**src/rtl/dmem_arbiter.sv**
```systemverilog
// -----------------------------------------------------------------------------
// dmem_arbiter
//
// Purpose:
//   Shares one single-ported data memory between two requesters: port A
//   (the core) and port B (a loader/debug agent). It grants one request at a
//   time with a round-robin choice between the ports. Each granted request is
//   checked for RV32I legality and then takes one access cycle. The result is
//   returned as a one-cycle done pulse on the port that made the request.
//
//   Transaction timeline (grant in cycle N):
//     N    IDLE    gnt high (combinational), request latched at the edge
//     N+1  ACCESS  mem_mr / mem_mw strobe (legal requests only)
//     N+2  DONE    done pulse with rdata / err on the owning port
//     N+3  IDLE    earliest next grant
//
// Parameters:
//   MEM_BYTES   byte size of the data memory; addresses >= MEM_BYTES are
//               rejected
//
// Ports:
//   clk, rst_n                 clock, synchronous active-low reset
//   a_req/b_req                access request, held until granted
//   a_we/b_we                  1 = store, 0 = load
//   a_addr/b_addr              byte address
//   a_wdata/b_wdata            store data
//   a_funct3/b_funct3          RV32I load/store width code
//   a_gnt/b_gnt                request accepted this cycle (combinational)
//   a_done/b_done              one-cycle completion pulse (registered)
//   a_rdata/b_rdata            load result, valid while done = 1
//   a_err/b_err                request rejected, valid while done = 1
//   mem_mr, mem_mw             read / write strobes to the data memory
//   mem_address, mem_rd2       address and store data to the data memory
//   mem_funct3                 width code to the data memory
//   mem_rs2_out                combinational read data from the data memory
//   busy                       high whenever the FSM is not idle
// -----------------------------------------------------------------------------
module dmem_arbiter #(
  parameter int unsigned MEM_BYTES = 32768
) (
  input  logic        clk,
  input  logic        rst_n,

  input  logic        a_req,
  input  logic        a_we,
  input  logic [31:0] a_addr,
  input  logic [31:0] a_wdata,
  input  logic [2:0]  a_funct3,
  output logic        a_gnt,
  output logic        a_done,
  output logic [31:0] a_rdata,
  output logic        a_err,

  input  logic        b_req,
  input  logic        b_we,
  input  logic [31:0] b_addr,
  input  logic [31:0] b_wdata,
  input  logic [2:0]  b_funct3,
  output logic        b_gnt,
  output logic        b_done,
  output logic [31:0] b_rdata,
  output logic        b_err,

  output logic        mem_mr,
  output logic        mem_mw,
  output logic [31:0] mem_address,
  output logic [31:0] mem_rd2,
  output logic [2:0]  mem_funct3,
  input  logic [31:0] mem_rs2_out,

  output logic        busy
);

  // ---------------------------------------------------------------------------
  // Constants
  // ---------------------------------------------------------------------------
  localparam logic [1:0] S_IDLE   = 2'd0;
  localparam logic [1:0] S_ACCESS = 2'd1;
  localparam logic [1:0] S_DONE   = 2'd2;

  localparam logic [31:0] MEM_LIMIT = 32'(MEM_BYTES);

  // RV32I load/store width codes
  localparam logic [2:0] F3_B  = 3'b000;
  localparam logic [2:0] F3_H  = 3'b001;
  localparam logic [2:0] F3_W  = 3'b010;
  localparam logic [2:0] F3_BU = 3'b100;
  localparam logic [2:0] F3_HU = 3'b101;

  // ---------------------------------------------------------------------------
  // State
  // ---------------------------------------------------------------------------
  logic [1:0]  state;
  logic [1:0]  state_next;
  logic        ptr;         // 0: A preferred, 1: B preferred

  logic        lat_we;
  logic [31:0] lat_addr;
  logic [31:0] lat_wdata;
  logic [2:0]  lat_funct3;
  logic        lat_id;      // 0: port A owns the transaction, 1: port B

  logic        done_q;
  logic [31:0] rdata_q;
  logic        err_q;

  logic        grant_any;
  logic        illegal;
  logic        access_ok;

  // ---------------------------------------------------------------------------
  // Arbitration
  // A sole requester always wins. On a tie the pointer decides. No grant is
  // given while reset is asserted, so a request held through reset is only
  // accepted after reset is released.
  // ---------------------------------------------------------------------------
  always_comb begin
    // NOTE: every output of this block gets a default first so no path through
    // the branches leaves a value unassigned and infers a latch.
    a_gnt = 1'b0;
    b_gnt = 1'b0;
    if (rst_n && (state == S_IDLE)) begin
      if (a_req && b_req) begin
        a_gnt = ~ptr;
        b_gnt = ptr;
      end else begin
        a_gnt = a_req;
        b_gnt = b_req;
      end
    end
  end

  assign grant_any = a_gnt | b_gnt;

  // ---------------------------------------------------------------------------
  // Next-state logic
  // ---------------------------------------------------------------------------
  always_comb begin
    state_next = state;
    case (state)
      S_IDLE:   state_next = grant_any ? S_ACCESS : S_IDLE;
      S_ACCESS: state_next = S_DONE;
      S_DONE:   state_next = S_IDLE;
      default:  state_next = S_IDLE;
    endcase
  end

  // NOTE: sequential state is updated with non-blocking assignments so that
  // every register samples the pre-edge value of every other register.
  always_ff @(posedge clk) begin
    if (!rst_n) begin
      state <= S_IDLE;
      ptr   <= 1'b0;
    end else begin
      state <= state_next;
      // After a grant the other port becomes preferred.
      if (grant_any) begin
        ptr <= a_gnt;
      end
    end
  end

  // ---------------------------------------------------------------------------
  // Request latch
  // The requester may change or drop its inputs after the grant. The access
  // is carried out using only these copies.
  // ---------------------------------------------------------------------------
  always_ff @(posedge clk) begin
    // NOTE: the latched request is reset explicitly so that mem_address,
    // mem_rd2 and mem_funct3 leave reset at a known value instead of X.
    if (!rst_n) begin
      lat_we     <= 1'b0;
      lat_addr   <= 32'h0;
      lat_wdata  <= 32'h0;
      lat_funct3 <= 3'b000;
      lat_id     <= 1'b0;
    end else if (grant_any) begin
      lat_we     <= b_gnt ? b_we     : a_we;
      lat_addr   <= b_gnt ? b_addr   : a_addr;
      lat_wdata  <= b_gnt ? b_wdata  : a_wdata;
      lat_funct3 <= b_gnt ? b_funct3 : a_funct3;
      lat_id     <= b_gnt;
    end
  end

  // ---------------------------------------------------------------------------
  // Legality check on the latched request
  // ---------------------------------------------------------------------------
  always_comb begin
    illegal = 1'b0;

    if (lat_addr >= MEM_LIMIT) begin
      illegal = 1'b1;
    end

    // Stores only exist as sb / sh / sw.
    if (lat_we && !(lat_funct3 == F3_B || lat_funct3 == F3_H || lat_funct3 == F3_W)) begin
      illegal = 1'b1;
    end

    // Loads: 011, 110 and 111 are not RV32I load encodings.
    if (!lat_we && !(lat_funct3 == F3_B  || lat_funct3 == F3_H  || lat_funct3 == F3_W ||
                     lat_funct3 == F3_BU || lat_funct3 == F3_HU)) begin
      illegal = 1'b1;
    end

    // Halfword accesses must be 2-byte aligned.
    if ((lat_funct3 == F3_H || lat_funct3 == F3_HU) && lat_addr[0]) begin
      illegal = 1'b1;
    end

    // Word accesses must be 4-byte aligned.
    if ((lat_funct3 == F3_W) && (lat_addr[1:0] != 2'b00)) begin
      illegal = 1'b1;
    end
  end

  // ---------------------------------------------------------------------------
  // Memory interface
  // The strobes are gated with rst_n. A store whose access edge coincides
  // with reset therefore never reaches the memory.
  // ---------------------------------------------------------------------------
  assign access_ok   = rst_n && (state == S_ACCESS) && !illegal;
  assign mem_mr      = access_ok && !lat_we;
  assign mem_mw      = access_ok &&  lat_we;
  assign mem_address = lat_addr;
  assign mem_rd2     = lat_wdata;
  assign mem_funct3  = lat_funct3;

  // ---------------------------------------------------------------------------
  // Result capture
  // The memory's read data is captured at the end of ACCESS. The done pulse
  // lines up with the DONE state.
  // ---------------------------------------------------------------------------
  always_ff @(posedge clk) begin
    if (!rst_n) begin
      done_q  <= 1'b0;
      rdata_q <= 32'h0;
      err_q   <= 1'b0;
    end else if (state == S_ACCESS) begin
      done_q  <= 1'b1;
      rdata_q <= (!illegal && !lat_we) ? mem_rs2_out : 32'h0;
      err_q   <= illegal;
    end else begin
      done_q  <= 1'b0;
    end
  end

  // ---------------------------------------------------------------------------
  // Per-port result steering
  // lat_id cannot change while done_q is high, because grants only happen in
  // IDLE. The non-owning port therefore sees all zeros.
  // ---------------------------------------------------------------------------
  assign a_done  = done_q && !lat_id;
  assign b_done  = done_q &&  lat_id;
  assign a_rdata = a_done ? rdata_q : 32'h0;
  assign b_rdata = b_done ? rdata_q : 32'h0;
  assign a_err   = a_done && err_q;
  assign b_err   = b_done && err_q;

  assign busy    = (state != S_IDLE);

endmodule

```
**config.mk**
```make
export PLATFORM = sky130hd
export DESIGN_NAME = dmem_arbiter
export DESIGN_NICKNAME = d
export VERILOG_FILES = /design/src/rtl/dmem_arbiter.sv
export SDC_FILE = /design/constraint.sdc
export NUM_CORES = 1
export LEC_CHECK = 0
export BUFFER_PORTS_ARGS = -buffer_cell sky130_fd_sc_hd__buf_2
export CORE_AREA = 2 2 120 122
export DETAILED_ROUTE_END_ITERATION = 6
export DIE_AREA = 0 0 122 124
export PLACE_DENSITY = 0.71
export REMOVE_ABC_BUFFERS = 1
export SLEW_MARGIN = 20
export SYNTH_ARGS = -nofsm -noshare
export SYNTH_HDL_FRONTEND = slang
export SYNTH_SLANG_ARGS = --single-unit
```
**constraint.sdc**
```tcl
create_clock -name clk -period 4.6 [get_ports clk]
set_clock_uncertainty 0.15 [all_clocks]
set_input_delay 0.23 -clock clk [delete_from_list [all_inputs] [get_ports clk]]
set_output_delay 0.23 -clock clk [all_outputs]
set_load 0.01 [all_outputs]
```
* Word level (Yosys, flattened, before mapping) *
Index checks and enable logic that the tools add are counted.

cells by class
  $lt $le $gt $ge = 1
  equality and inequality tests = 5
  mux-type cells = 19
  bitwise logic cells = 2
  reduce and logical (&&, ||, !) cells = 29

operator list
  cell                    count
  $mux W32                5
  $ge A32 B16 Y1 const B  1
  $logic_and A1 B1 Y1     15
  $mux W1                 12
  $eq A3 B3 Y1 const B    2
  $logic_not A1 Y1        5
  $logic_or A1 B1 Y1      5
  $pmux W2 S2             1
  $reduce_bool A2 Y1      2
  $eq A3 B1 Y1 const B    1
  $eq A3 B2 Y1 const B    1
  $logic_not A3 Y1        1
  $mux W3                 1
  $eq A2 B1 Y1 const B    1
  $logic_not A2 Y1        1
  $not A1 Y1              1
  $or A1 B1 Y1            1

storage, ports and cells
  bits in registers = 106
  output and inout bits = 140

* Logic depth before layout (Yosys ltp) *
  depth after elaboration = 13
  mapped depth = 7
  depth with buffers taken out = 5

* Worst setup path after synthesis *
OpenSTA, ideal clock, no wires.

  kind = reg-to-output
  from = reg lat_funct3[2] (netlist: mem_funct3[2])
  to = out mem_mr
  arrival time = 1453 ps
  data required time = 4220 ps
  slack = 2767 ps
  cell stages (with the launch flop) = 5
  path buffers = 1
  cell sequence = dfxtp_1 o41ai_2 nand3_2 nor4b_4 buf_6

between the ends
  longest elaborated chain between the ends = 13
  elaborated cells between the ends (all ways) = 23

RTL lines
  element                                                  line           text
  from (decl)                                              100            logic [2:0] lat_funct3;
  from (signal assigned)                                   181            lat_funct3 <= b_gnt ? b_funct3 : a_funct3;
  $eq A3 B1 Y1 / $logic_not A3 Y1 (equally long branches)  197, 202, 208
  $logic_or A1 B1 Y1 (2 in series)                         197, 202
  $logic_or A1 B1 Y1                                       202            if (!lat_we && !(lat_funct3 == F3_B || lat_funct3 == F3_H || lat_funct3 == F3_W ||
  $logic_or A1 B1 Y1                                       203            lat_funct3 == F3_BU || lat_funct3 == F3_HU)) begin
  $logic_not A1 Y1                                         202
  $logic_and A1 B1 Y1                                      202
  $mux W1                                                  202
  $mux W1                                                  208            if ((lat_funct3 == F3_H || lat_funct3 == F3_HU) && lat_addr[0]) begin
  $mux W1 (*)                                              213            if ((lat_funct3 == F3_W) && (lat_addr[1:0] != 2'b00)) begin
  $logic_not A1 Y1 (*)                                     223            assign access_ok = rst_n && (state == S_ACCESS) && !illegal;
  $logic_and A1 B1 Y1 (*)                                  223
  $logic_and A1 B1 Y1 (*)                                  224            assign mem_mr = access_ok && !lat_we;
  to (decl)                                                64             output logic mem_mr,

Every way passes the cells marked *; elsewhere a longest branch is shown, timed or not.

* Worst setup path after layout *
  from = reg state[1]
  to = out a_gnt

between the ends
  longest elaborated chain between the ends = 3

RTL lines
  element                 line  text
  from (decl)             93    logic [1:0] state;
  from (signal assigned)  155   state <= state_next;
  $logic_not A2 Y1        122   if (rst_n && (state == S_IDLE)) begin
  $logic_and A1 B1 Y1     122
  $mux W1                 122
  to (decl)               49    output logic a_gnt,

No other way between the ends.

==> flow_summary.ini <==
[logic_synthesis]
synth_cell_types = 30
ys_seq_elements = 105
yosysMostFrequentCell = nand2_1
syn_avg_cell_area_um2 = 8.074
seq_area_frac_synth_pct = 46.41
synth_ff_type = dfxtp_1
yosys_warnings = 0
synth_edf_count = 0
async_reset_ff_share_pct = 0
ys_top_cells_by_count = nand2_1, dfxtp_1, o21ai_0
syn_inst = 561
yosysTopAreaCell = dfxtp_1
synth_top_area_share_pct = 46.41
synth.area.top_cells = dfxtp_1, nand2_1, a31oi_1
synthesis.area_mm2 = 0.004529

[grt]
grt_pass1_vias = 5142
antenna_found_initial = 0
gr-usage-all-layers_pct = 21.38
grt_pass1_wl_um = 25410
grt_max_degree = 86
grt_remaining_overflow = 0

[timing]
max_freq_mhz = 307.9
timing.final.crit_period_ps = 3248
final_hold_viol_count = 0
period_share_pct = 70.60
maxSlewViolCount = 0
worstMarginPinSlew_ps = 950.0
setup-tns-final_ps = 0
rsz0062_at_grt = no
setup_viol = 0
relSlewSlack_pct = 36.58

[cells_and_area]
drive_above_1_share_pct = 36.93
diodes = 0
area_growth_pct = 64.50
post-route-util_pct = 54.31
final_nets = 1104

[worst_setup_path]
cp-start-kind = register
slowest_stage = nor3b_1
endpoint_kind = output pin
cpPeakStageDelay_ps = 780
crit_chain = nor3b_1 > nand2_2 > inv_2 > buf_4 > buf_2
worstPathArrival_ps = 2870
required_ps = 4220
path_max_fanout = 38
critPathKind = reg2out

[cts]
cts_hold_buf = 95
clk_pin_slew_ps = 70
htreeDepth = 3
clk_root_buffer_cell = clkbuf_16
cts_tree = yes
cts_made_buffers = 9
cts_resized = 0
cts_setup_buffers = 0
cts_sinks = 105
cts.path.max_buffers = 2
insertion_delay_ps = 340

[placement]
gp_congestion = 0.8099
io_buffers = 311
dp_hpwl_um = 10930

[outcome]
outcome = finished clean

[power_and_ir_drop]
ir_drop_mv = 0.2109
power_density_mw_per_mm2 = 324.0
power.leakage_nw = 3.698

[floorplanning]
start_util_pct = 33.01
die-area_mm2 = 0.01513
fp.dieH_um = 124
die_x_um = 122
placementRows = 43
core_area_mm2 = 0.01372
pin_count = 312

[route]
wl_per_cell_um = 15.38
vias_per_cell = 4.976
drt_iter0_markers = 223
num_vias = 5558
drt-pass1-iter-count = 4
drt_wl_total_um = 17180
ant_nets = 0
drc = 0

[flow_run]
drv_cap = 0

[min_path]
min_path_type = in2reg
[worst paths after layout]
path         cells past startpoint              to  slack, ps      startpoint
max reg2reg                      5     mem_rd2[16]       1450        state[1]
max                              5           a_gnt       1350        state[1]
min                              3     mem_rd2[12]         10     a_wdata[12]
min reg2reg                      2  mem_address[3]        320  mem_address[3]
[metrics by stage]
step	instances	cell area [um2]	setup slack, ps	hold slack [ps]	power, mW
after floorplan	507	4285	619.4	212.9	1.244
after global placement	1006	6145	1576	295.4	1.458
after detailed placement	1006	6145	1631	301.8	1.463
after CTS	1117	7451	1296	0.09445	2.436
after global routing	1117	7451	1209	27.36	2.527
final	1117	7451	1352	13.01	2.414
[layout make-up]
type                       count  area (um2)
fill                        1216        6269
timing repair buffer         414        2567
multi-input combinational    400        2193
sequential                   105        2102
clock buffer                  12       256.5
tap                          180       225.2
clock inverter                 4       98.84
inverter                       2       7.507
[power breakdown]
group          total, mW  leakage (nW)  internal [mW]  switching [mW]
clock              0.901         0.173          0.563           0.338
sequential          1.04         0.858          0.984          0.0572
combinational      0.472          2.67          0.221           0.251
total               2.41          3.70           1.77           0.646
[critical path: cells and delay by family, from the launching register on]
family / cells / cell delay [ps]
and+or+nand+nor: 2 / 900
DFF: 1 / 390
buffers and inverters: 3 / 1190
[flip-flops by register name (all words and copies together) (netlist names)]
| signal | cells |
|---|---|
| err_q | 1 |
| lat_id | 1 |
| lat_we | 1 |
| mem_address | 32 |
| mem_funct3 | 3 |
| mem_rd2 | 32 |
| ptr | 1 |
| rdata_q | 32 |
| state | 2 |
[cells by family after synthesis]
logic type	synth area share (%)
AND/OR/NAND/NOR	23.84
AO/OA/AOI/OAI	24.20
flip-flops	46.41
buffers and inverters	5.552
[per-layer routing]
layer	global-route usage (%)	routed length, um	vias to the layer above
met5	0	0	-
met4	9.411	459	0
met3	4.853	1353	36
met2	38.27	8625	274
met1	24.37	6744	2531
li1	-	-	2717
[placed cells by master (no fill, tap or decap), types with 2 or more instances in the layout]
cell / netlist / final
clkbuf_16: 0 / 9
bufinv_16: 0 / 3
nand2_1: 141 / 140
dlygate4sd3_1: 0 / 95
and3_1: 34 / 34
clkbuf_8: 0 / 2
a31oi_1: 68 / 68
dfxtp_1: 105 / 105
nor4_1: 3 / 3
a22o_1: 29 / 29
a22o_2: 3 / 3
and2_1: 35 / 35
o21ai_0: 70 / 70
buf_4: 0 / 8
buf_2: 9 / 311
No activity file was read; power rests on OpenSTA's default activity.
